[config.mk]
export PLATFORM = sky130hd
export DESIGN_NAME = oled_pattern_gen
export DESIGN_NICKNAME = d
export VERILOG_FILES = /design/src/rtl/oled_pattern_pkg.sv /design/src/rtl/oled_frame_sync.sv /design/src/rtl/oled_pattern_gen.sv
export SDC_FILE = /design/constraint.sdc
export NUM_CORES = 1
export LEC_CHECK = 0
export CORE_MARGIN = 5
export CORE_UTILIZATION = 30
export CTS_CLUSTER_DIAMETER = 100
export DETAILED_ROUTE_END_ITERATION = 16
export PLACE_DENSITY = 0.57
export SLEW_MARGIN = 20
export SYNTH_ARGS = -nofsm -noshare
export SYNTH_HDL_FRONTEND = slang
export SYNTH_HIERARCHICAL = 1
export SYNTH_SLANG_ARGS = --single-unit
export TNS_END_PERCENT = 20
[constraint.sdc]
create_clock -name clk -period 5.03 [get_ports clk]
set_input_delay 1.006 -clock clk [delete_from_list [all_inputs] [get_ports clk]]
set_output_delay 1.006 -clock clk [all_outputs]
set_load 0.1 [all_outputs]
[src/rtl/oled_pattern_pkg.sv]
// oled_pattern_pkg: shared mode encodings, RGB565 bar palette and colour packing
// for the OLED test-pattern generator.
`default_nettype none

package oled_pattern_pkg;

    typedef enum logic [2:0] {
        MODE_CHECKER  = 3'd0,
        MODE_BARS     = 3'd1,
        MODE_GRADIENT = 3'd2,
        MODE_SOLID    = 3'd3,
        MODE_GRID     = 3'd4
    } mode_e;

    // Index 0 is the rightmost element: white, yellow, cyan, green, magenta, red, blue, black
    localparam logic [7:0][15:0] BAR_TABLE = {
        16'h0000, 16'h001F, 16'hF800, 16'hF81F,
        16'h07E0, 16'h07FF, 16'hFFE0, 16'hFFFF
    };

    function automatic logic [7:0] pack565to332(input logic [15:0] c);
        return {c[15:13], c[10:8], c[4:3]};
    endfunction

endpackage

`default_nettype wire

[src/rtl/oled_frame_sync.sv]
// oled_frame_sync: detects the frame boundary from the row stream and advances the
// frame counter and horizontal scroll offset once per frame unless paused.
`default_nettype none

module oled_frame_sync #(
    parameter int X_SIZE     = 128,
    parameter int Y_SIZE     = 128,
    parameter int SCROLL_DIV = 2,
    localparam int XW        = $clog2(X_SIZE),
    localparam int YW        = $clog2(Y_SIZE),
    localparam int DIVW      = (SCROLL_DIV > 1) ? $clog2(SCROLL_DIV) : 1
) (
    input  logic          clk,
    input  logic          resetn,
    input  logic [YW-1:0] i_y,
    input  logic          i_pause,
    output logic          o_frame_tick,
    output logic [XW-1:0] o_offset,
    output logic [7:0]    o_frame_cnt
);

    logic [YW-1:0]   r_y_d;
    logic [DIVW-1:0] r_div;
    logic [XW-1:0]   r_offset;
    logic [7:0]      r_frame_cnt;
    logic            w_frame_tick;

    // The row wrapping from the last line back to 0 marks the end of a frame
    assign w_frame_tick = (r_y_d == YW'(Y_SIZE - 1)) && (i_y == '0);

    always_ff @(posedge clk or negedge resetn) begin
        if (!resetn) begin
            r_y_d       <= '0;
            r_div       <= '0;
            r_offset    <= '0;
            r_frame_cnt <= 8'd0;
        end else begin
            r_y_d <= i_y;
            if (w_frame_tick && !i_pause) begin
                r_frame_cnt <= r_frame_cnt + 8'd1;
                if (r_div == DIVW'(SCROLL_DIV - 1)) begin
                    r_div    <= '0;
                    r_offset <= r_offset + XW'(1);
                end else begin
                    r_div <= r_div + DIVW'(1);
                end
            end
        end
    end

    assign o_frame_tick = w_frame_tick;
    assign o_offset     = r_offset;
    assign o_frame_cnt  = r_frame_cnt;

endmodule

`default_nettype wire

[src/rtl/oled_pattern_gen.sv]
// oled_pattern_gen: selectable, animated test-pattern colour source for the SPI OLED
// video path; mode changes only take effect at frame boundaries.
`default_nettype none

module oled_pattern_gen
    import oled_pattern_pkg::*;
#(
    parameter int X_SIZE     = 128,
    parameter int Y_SIZE     = 128,
    parameter int COLOR_BITS = 16,
    parameter int CELL_LOG2  = 3,
    parameter int SCROLL_DIV = 2,
    localparam int XW        = $clog2(X_SIZE),
    localparam int YW        = $clog2(Y_SIZE)
) (
    input  logic                  clk,
    input  logic                  resetn,
    input  logic [XW-1:0]         i_x,
    input  logic [YW-1:0]         i_y,
    input  logic                  i_mode_step,
    input  logic                  i_pause,
    output logic [COLOR_BITS-1:0] o_color,
    output logic [2:0]            o_mode,
    output logic [7:0]            o_frame_cnt
);

    logic                  w_frame_tick;
    logic [XW-1:0]         w_offset;
    logic [7:0]            w_frame_cnt;
    logic [XW-1:0]         w_xs;
    logic [5:0]            w_xs_t6;
    logic [5:0]            w_y_t6;
    logic                  w_chk;
    logic                  w_x_edge;
    logic                  w_y_edge;
    logic [15:0]           w_c565;
    logic [COLOR_BITS-1:0] w_packed;
    mode_e                 w_mode_next;

    mode_e                 r_mode;
    logic                  r_pending;
    logic [COLOR_BITS-1:0] r_color;

    oled_frame_sync #(
        .X_SIZE     (X_SIZE),
        .Y_SIZE     (Y_SIZE),
        .SCROLL_DIV (SCROLL_DIV)
    ) u_frame_sync (
        .clk          (clk),
        .resetn       (resetn),
        .i_y          (i_y),
        .i_pause      (i_pause),
        .o_frame_tick (w_frame_tick),
        .o_offset     (w_offset),
        .o_frame_cnt  (w_frame_cnt)
    );

    assign w_mode_next = (r_mode == MODE_GRID) ? MODE_CHECKER : mode_e'(r_mode + 3'd1);

    // A step arriving on the tick itself is held over so it lands on the next frame
    always_ff @(posedge clk or negedge resetn) begin
        if (!resetn) begin
            r_mode    <= MODE_CHECKER;
            r_pending <= 1'b0;
        end else if (w_frame_tick) begin
            if (r_pending) begin
                r_mode <= w_mode_next;
            end
            r_pending <= i_mode_step;
        end else if (i_mode_step) begin
            r_pending <= 1'b1;
        end
    end

    assign w_xs = i_x + w_offset;

    // Top six bits of each coordinate, zero-filled on the right for narrow displays
    assign w_xs_t6 = 6'({w_xs, 6'b000000} >> XW);
    assign w_y_t6  = 6'({i_y, 6'b000000} >> YW);

    assign w_chk    = w_xs[CELL_LOG2] ^ i_y[CELL_LOG2];
    assign w_x_edge = (i_x == '0) || (i_x == XW'(X_SIZE - 1)) || (i_x == XW'(X_SIZE / 2));
    assign w_y_edge = (i_y == '0) || (i_y == YW'(Y_SIZE - 1)) || (i_y == YW'(Y_SIZE / 2));

    always_comb begin
        w_c565 = 16'h0000;
        case (r_mode)
            MODE_CHECKER:  w_c565 = w_chk ? {5'd0, w_xs_t6, 5'd0} : {w_y_t6[5:1], 11'd0};
            MODE_BARS:     w_c565 = BAR_TABLE[w_xs[XW-1 -: 3]];
            MODE_GRADIENT: w_c565 = {w_xs_t6[5:1], w_y_t6, w_frame_cnt[4:0]};
            MODE_SOLID:    w_c565 = BAR_TABLE[w_frame_cnt[5:3]];
            MODE_GRID:     w_c565 = (w_x_edge || w_y_edge) ? 16'hFFFF : 16'h0000;
            default:       w_c565 = 16'h0000;
        endcase
    end

    generate
        if (COLOR_BITS == 16) begin : g_pack565
            assign w_packed = w_c565;
        end else if (COLOR_BITS == 8) begin : g_pack332
            assign w_packed = pack565to332(w_c565);
        end else begin : g_pack_bad
            $error("oled_pattern_gen: COLOR_BITS must be 8 or 16");
        end
    endgenerate

    always_ff @(posedge clk or negedge resetn) begin
        if (!resetn) begin
            r_color <= '0;
        end else begin
            r_color <= w_packed;
        end
    end

    assign o_color     = r_color;
    assign o_mode      = r_mode;
    assign o_frame_cnt = w_frame_cnt;

endmodule

`default_nettype wire

### Word-level counts from Yosys, hierarchy flattened

Memory sizes are Yosys's and may differ from the RTL's.
Index checks and enable logic that the tools add are counted.

* memory bits (read-only): 256
* bits of input ports: 18
* flip-flop bits (word level): 43
* output and inout port bits: 27
* bits in latches: 0
* memories: 2
* bits in writable memories: 0

Memory list
* (no name shown): words 8, bits a word 16, read ports 1, clocked after Yosys merged registers in 0, write ports 0, line oled_pattern_gen.sv:91 `MODE_SOLID: w_c565 = BAR_TABLE[w_frame_cnt[5:3]];`
* (no name shown): words 8, bits a word 16, read ports 1, clocked after Yosys merged registers in 0, write ports 0, line oled_pattern_gen.sv:89 `MODE_BARS: w_c565 = BAR_TABLE[w_xs[XW-1 -: 3]];`

* shift operators: 0
* equal/unequal tests: 9
* $add $sub $neg: 5
* mux-type cells: 9
* divide/modulo/power cells: 0
* reductions and logical operators: 14
* $lt $le $gt $ge: 2
* $mul: 0
* bitwise gates (word level): 1

Operator list (count)
* $pmux W16 S5: 1
* $mux W16: 4
* $eq A7 B7 Y1 const B: 5
* $logic_not A7 Y1: 2
* $add A8 B1 Y8 const B: 1
* $lt A3 B4 Y1 const B: 2
* $add A7 B1 Y7 const B: 1
* $add A7 B7 Y7: 1
* $eq A3 B2 Y1 const B: 2
* $logic_or A1 B1 Y1: 5
* $reduce_and A2 Y1: 2
* $add A3 B1 Y3 const B: 1
* $eq A3 B1 Y1 const B: 1
* $eq A3 B3 Y1 const B: 1
* $logic_not A3 Y1: 1
* $mux W1: 3
* $mux W3: 1
* $logic_and A1 B1 Y1: 2
* $reduce_bool A2 Y1: 1
* $add A1 B1 Y1 const B: 1
* $logic_not A1 Y1: 1
* $xor A1 B1 Y1: 1

### Depth between registers and ports, before layout

* depth after elaboration: 6
* depth in mapped cells: 8

### Cells and area by module

Netlist, hierarchy kept.

By module, submodules not included
* oled_pattern_gen: instances 1, seq. area each 500.5 sq um, area an instance 1239.9 sq um, cells an instance 106
* oled_frame_sync: instances 1, seq. area each 575.6 sq um, area an instance 994.7 sq um, cells an instance 74

### Worst setup path before layout

No wires, ideal clock.

* path kind: in2reg
* start: input i_y[2]
* end: register u_frame_sync.r_offset[1], in the netlist u_frame_sync/o_offset[1]
* setup slack: 2.181 ns
* buffers on the path: 1
* stages: 5
* setup time: 0.125 ns
* required time: 4.905 ns
* arrival time: 2.725 ns
* cell sequence: or4_1 -> or4_1 -> buf_2 -> nor3b_2 -> mux2_2

* cells in the longest elaborated chain, start to end: 4

Ends and longest elaborated chain
* start: declaration: line oled_pattern_gen.sv:19 `input logic [YW-1:0] i_y,`
* $logic_not A7 Y1: line oled_frame_sync.sv:29 `assign w_frame_tick = (r_y_d == YW'(Y_SIZE - 1)) && (i_y == '0);`
* $logic_and A1 B1 Y1: line oled_frame_sync.sv:29
* $logic_and A1 B1 Y1: line oled_frame_sync.sv:39 `if (w_frame_tick && !i_pause) begin`
* $reduce_and A2 Y1 (no source line)
* end signal: assignment: line oled_frame_sync.sv:43 `r_offset <= r_offset + XW'(1);`
* end: declaration: line oled_frame_sync.sv:24 `logic [XW-1:0] r_offset;`

No other way between the ends.
A chain may end at the register's enable or synchronous reset.

### Worst setup path after layout

* start: input i_y[2]
* end: register u_frame_sync.r_frame_cnt[1], in the netlist u_frame_sync/o_frame_cnt[1]

* cells in the longest elaborated chain, start to end: 3

Ends and longest elaborated chain
* $logic_not A7 Y1: line oled_frame_sync.sv:29
* $logic_and A1 B1 Y1: line oled_frame_sync.sv:29
* $logic_and A1 B1 Y1: line oled_frame_sync.sv:39
* end signal: assignment: line oled_frame_sync.sv:40 `r_frame_cnt <= r_frame_cnt + 8'd1;`
* end: declaration: line oled_frame_sync.sv:25 `logic [7:0] r_frame_cnt;`

No other way between the ends.

==> run_results.csv <==
group,metric,value,unit
layout,fin_cells,327,
clocking,cts-htree-levels,2,
grt,antenna_found_initial,0,
detailed_routing,wl,4950,um
synthesis,syn-num-nets,213,
die,core,7250,sq um
clocking,cts_buffers,5,
synthesis,yosysWarnings,6,
detailed_routing,firstDrtPassIters,4,
setup_path,cp-end-kind,"register",
detailed_routing,met2WireLength,2250,um
layout,final_cell_mix,"clkdlybuf4s50_1 (43), dfrtp_1 (43), xor2_1 (15), ha_1 (14)",
setup_path,cp_max_fo,14,
grt,grtUsageTotal,0.114,
grt,first_global_vias,1576,
timing,finalWorstSetupSlack,1.54,ns
run_status,outcome,"completed",
detailed_routing,drtAntennaViolNets,0,
clocking,clk_pin_slew,0.08,ns
timing,rsz0062_at_grt,"no",
placed_design,dp_slack,1.20,ns
placed_design,dp_hpwl,3730,um
synthesis,syn_inst,180,
setup_path,start_kind,"primary input",
timing,tns,0,ns
layout,drive_gt1_frac,0.123,
grt,grt_pass1_wl,8140,um
detailed_routing,drc_errors,0,
synthesis,async_flop_share,1.00,
die,die_h,96.3,um
power,ir_drop,0.000125,V
setup_path,worstSetupPathType,"primary input to register",
grt,overflow,0,
setup_path,cpPeakStageDelay,0.88,ns
setup_path,crit_buf_inv,1,
placed_design,port_buffers,44,
detailed_routing,met3WireLength,274,um
die,initial_core_util,0.308,
synthesis,yosys.area.top_type,"dfrtp_1",
setup_path,timing.rr.start,"u_frame_sync/o_offset[0]",
detailed_routing,drt-initial-drc-count,53,
timing,fin_crit_sh,0.694,
synthesis,syn_avg_cell_area,12.4,sq um
clocking,cts-resized-gates,0,
timing,drv_slew,0,
die,fp-row-count,31,
synthesis,synth_top_flop_cell,"dfrtp_1",
min_path,min_from,"u_frame_sync/o_frame_cnt[7]",
die,pin_count,45,
detailed_routing,wire_per_inst,15.1,um
timing,worst_pin_slew,0.992,ns
setup_path,crit_required,5.21,ns
synthesis,syn_area,2230,sq um
clocking,clk_latency,0.30,ns
setup_path,crit_slowest_cell,"or4_1",
min_path,hp-class,"register to register",
clocking,cts_root_buffer,"clkbuf_8",
timing,fmax,287,MHz
synthesis,yosys-top-cells-area,"dfrtp_1 (48%), ha_1 (7.8%), xor2_1 (5.9%)",
synthesis,yosys.cell_types.count,46,
layout,area_growth,29.0,%
grt,grt_max_degree,44,
layout,antenna_cells,0,
synthesis,ys_seq_area_frac,0.482,
placed_design,place_inst,319,
setup_path,crit_family,"simple AND/OR/NAND/NOR gates",
layout,fin_area,2880,sq um
power,p_total,0.745,mW
setup_path,path_common_cell,"or4_1",
setup_path,worstPathArrival,3.67,ns
clocking,cts_setup_buffers,0,
timing,fin_skew,0.00642,ns
timing,hold_viol_final,0,
clocking,cts_tree,"done",
die,dieArea,9270,sq um
clocking,clock-sinks,43,
die,die-width,96.3,um
timing,period_needed,3.49,ns
timing,fin_worst_hold_slack,0.475,ns
placed_design,gp_congestion,0.768,
detailed_routing,m1WireLength,2370,um
layout,finish.net_count,260,
detailed_routing,vias_per_cell,4.93,
synthesis,synth_edf_count,0,
synthesis,synth-seq-cells,43,
power,p_leak,1.34,nW
placed_design,dpl_cell_area,2770,sq um
detailed_routing,vias,1611,
setup_path,startpoint,"i_y[2]",
detailed_routing,top_layer_used,"met4",
setup_path,worstPathCellList,"clkdlybuf4s50_1 > or4_1 > or4_1 > nor2_1 > mux2_2",
clocking,ctsHoldBuffers,0,
timing,relSlewSlack,0.337,
synthesis,yosys.area.top_type_share,0.482,
power,power_density,258,nW/um^2
timing,setup_viol,0,
layout,fin_util,0.397,
clocking,clockBufferDepth,2,
job,maxCapViolCount,0,
routing by layer:
layer | vias up | global-route usage
met5 | - | 0
met4 | 0 | 0.0409
met1 | 799 | 0.158
li1 | 762 | -
met3 | 6 | 0.0289
met2 | 44 | 0.170
final cells by class:
| type | instances | area (sq um) |
|---|---|---|
| Multi-Input combinational cell | 125 | 1100 |
| Tap cell | 99 | 124 |
| Sequential cell | 43 | 1080 |
| Timing Repair Buffer | 44 | 435 |
| Inverter | 8 | 30.0 |
| Clock inverter | 3 | 43.8 |
| Fill cell | 724 | 4370 |
| Clock buffer | 5 | 68.8 |
state kept, by name, summed over array words and instances, names as in the netlist:
name                      flops
o_color                      16
u_frame_sync/o_frame_cnt      8
u_frame_sync/o_offset         7
u_frame_sync/r_y_d            7
o_mode                        3
r_pending                     1
u_frame_sync/r_div            1
synth_stat cells (2+ instances only):
master	instances
nor4_2	3
o221ai_4	2
a221o_1	10
a21o_1	9
xor2_1	15
nand2_1	10
or4_1	3
mux2_2	3
nand3_1	3
nor4b_1	2
nor4_1	2
o21ai_0	3
nor4b_2	2
dfrtp_1	43
inv_1	8
nand4_1	6
ha_1	14
nor3_1	2
nor2_1	7
xnor2_1	4
a21oi_1	2
and2_1	2
and2b_2	2
logic make-up after synthesis:
logic type | after synthesis | synth area share
muxes | 4 | 0.0196
xor gates and xnor gates | 19 | 0.0745
AOI/OAI and AO/OA | 33 | 0.144
adders and majority gates | 15 | 0.0873
and+or+nand+nor | 54 | 0.169
buffers and inverters | 12 | 0.0241
DFF | 43 | 0.482
worst paths after layout:
| check | endpoint | slack [ns] | cells past startpoint |
|---|---|---|---|
| min in group asynchronous | u_frame_sync/r_y_d[3] | 0.85 | 1 |
| min reg2reg | u_frame_sync/o_frame_cnt[7] | 0.48 | 1 |
| max in group asynchronous | u_frame_sync/o_offset[2] | 3.60 | 1 |
| max | u_frame_sync/o_frame_cnt[1] | 1.54 | 5 |
| min | u_frame_sync/o_frame_cnt[7] | 0.48 | 1 |
| max reg2reg | o_color[5] | 2.54 | 7 |
power breakdown:
part	internal [mW]	switching, mW	total, mW
clock network	0.148	0.125	0.273
logic	0.0349	0.0799	0.115
registers	0.354	0.00232	0.357
total	0.537	0.207	0.745
Note: power is estimated with default switching activity, not from simulation.
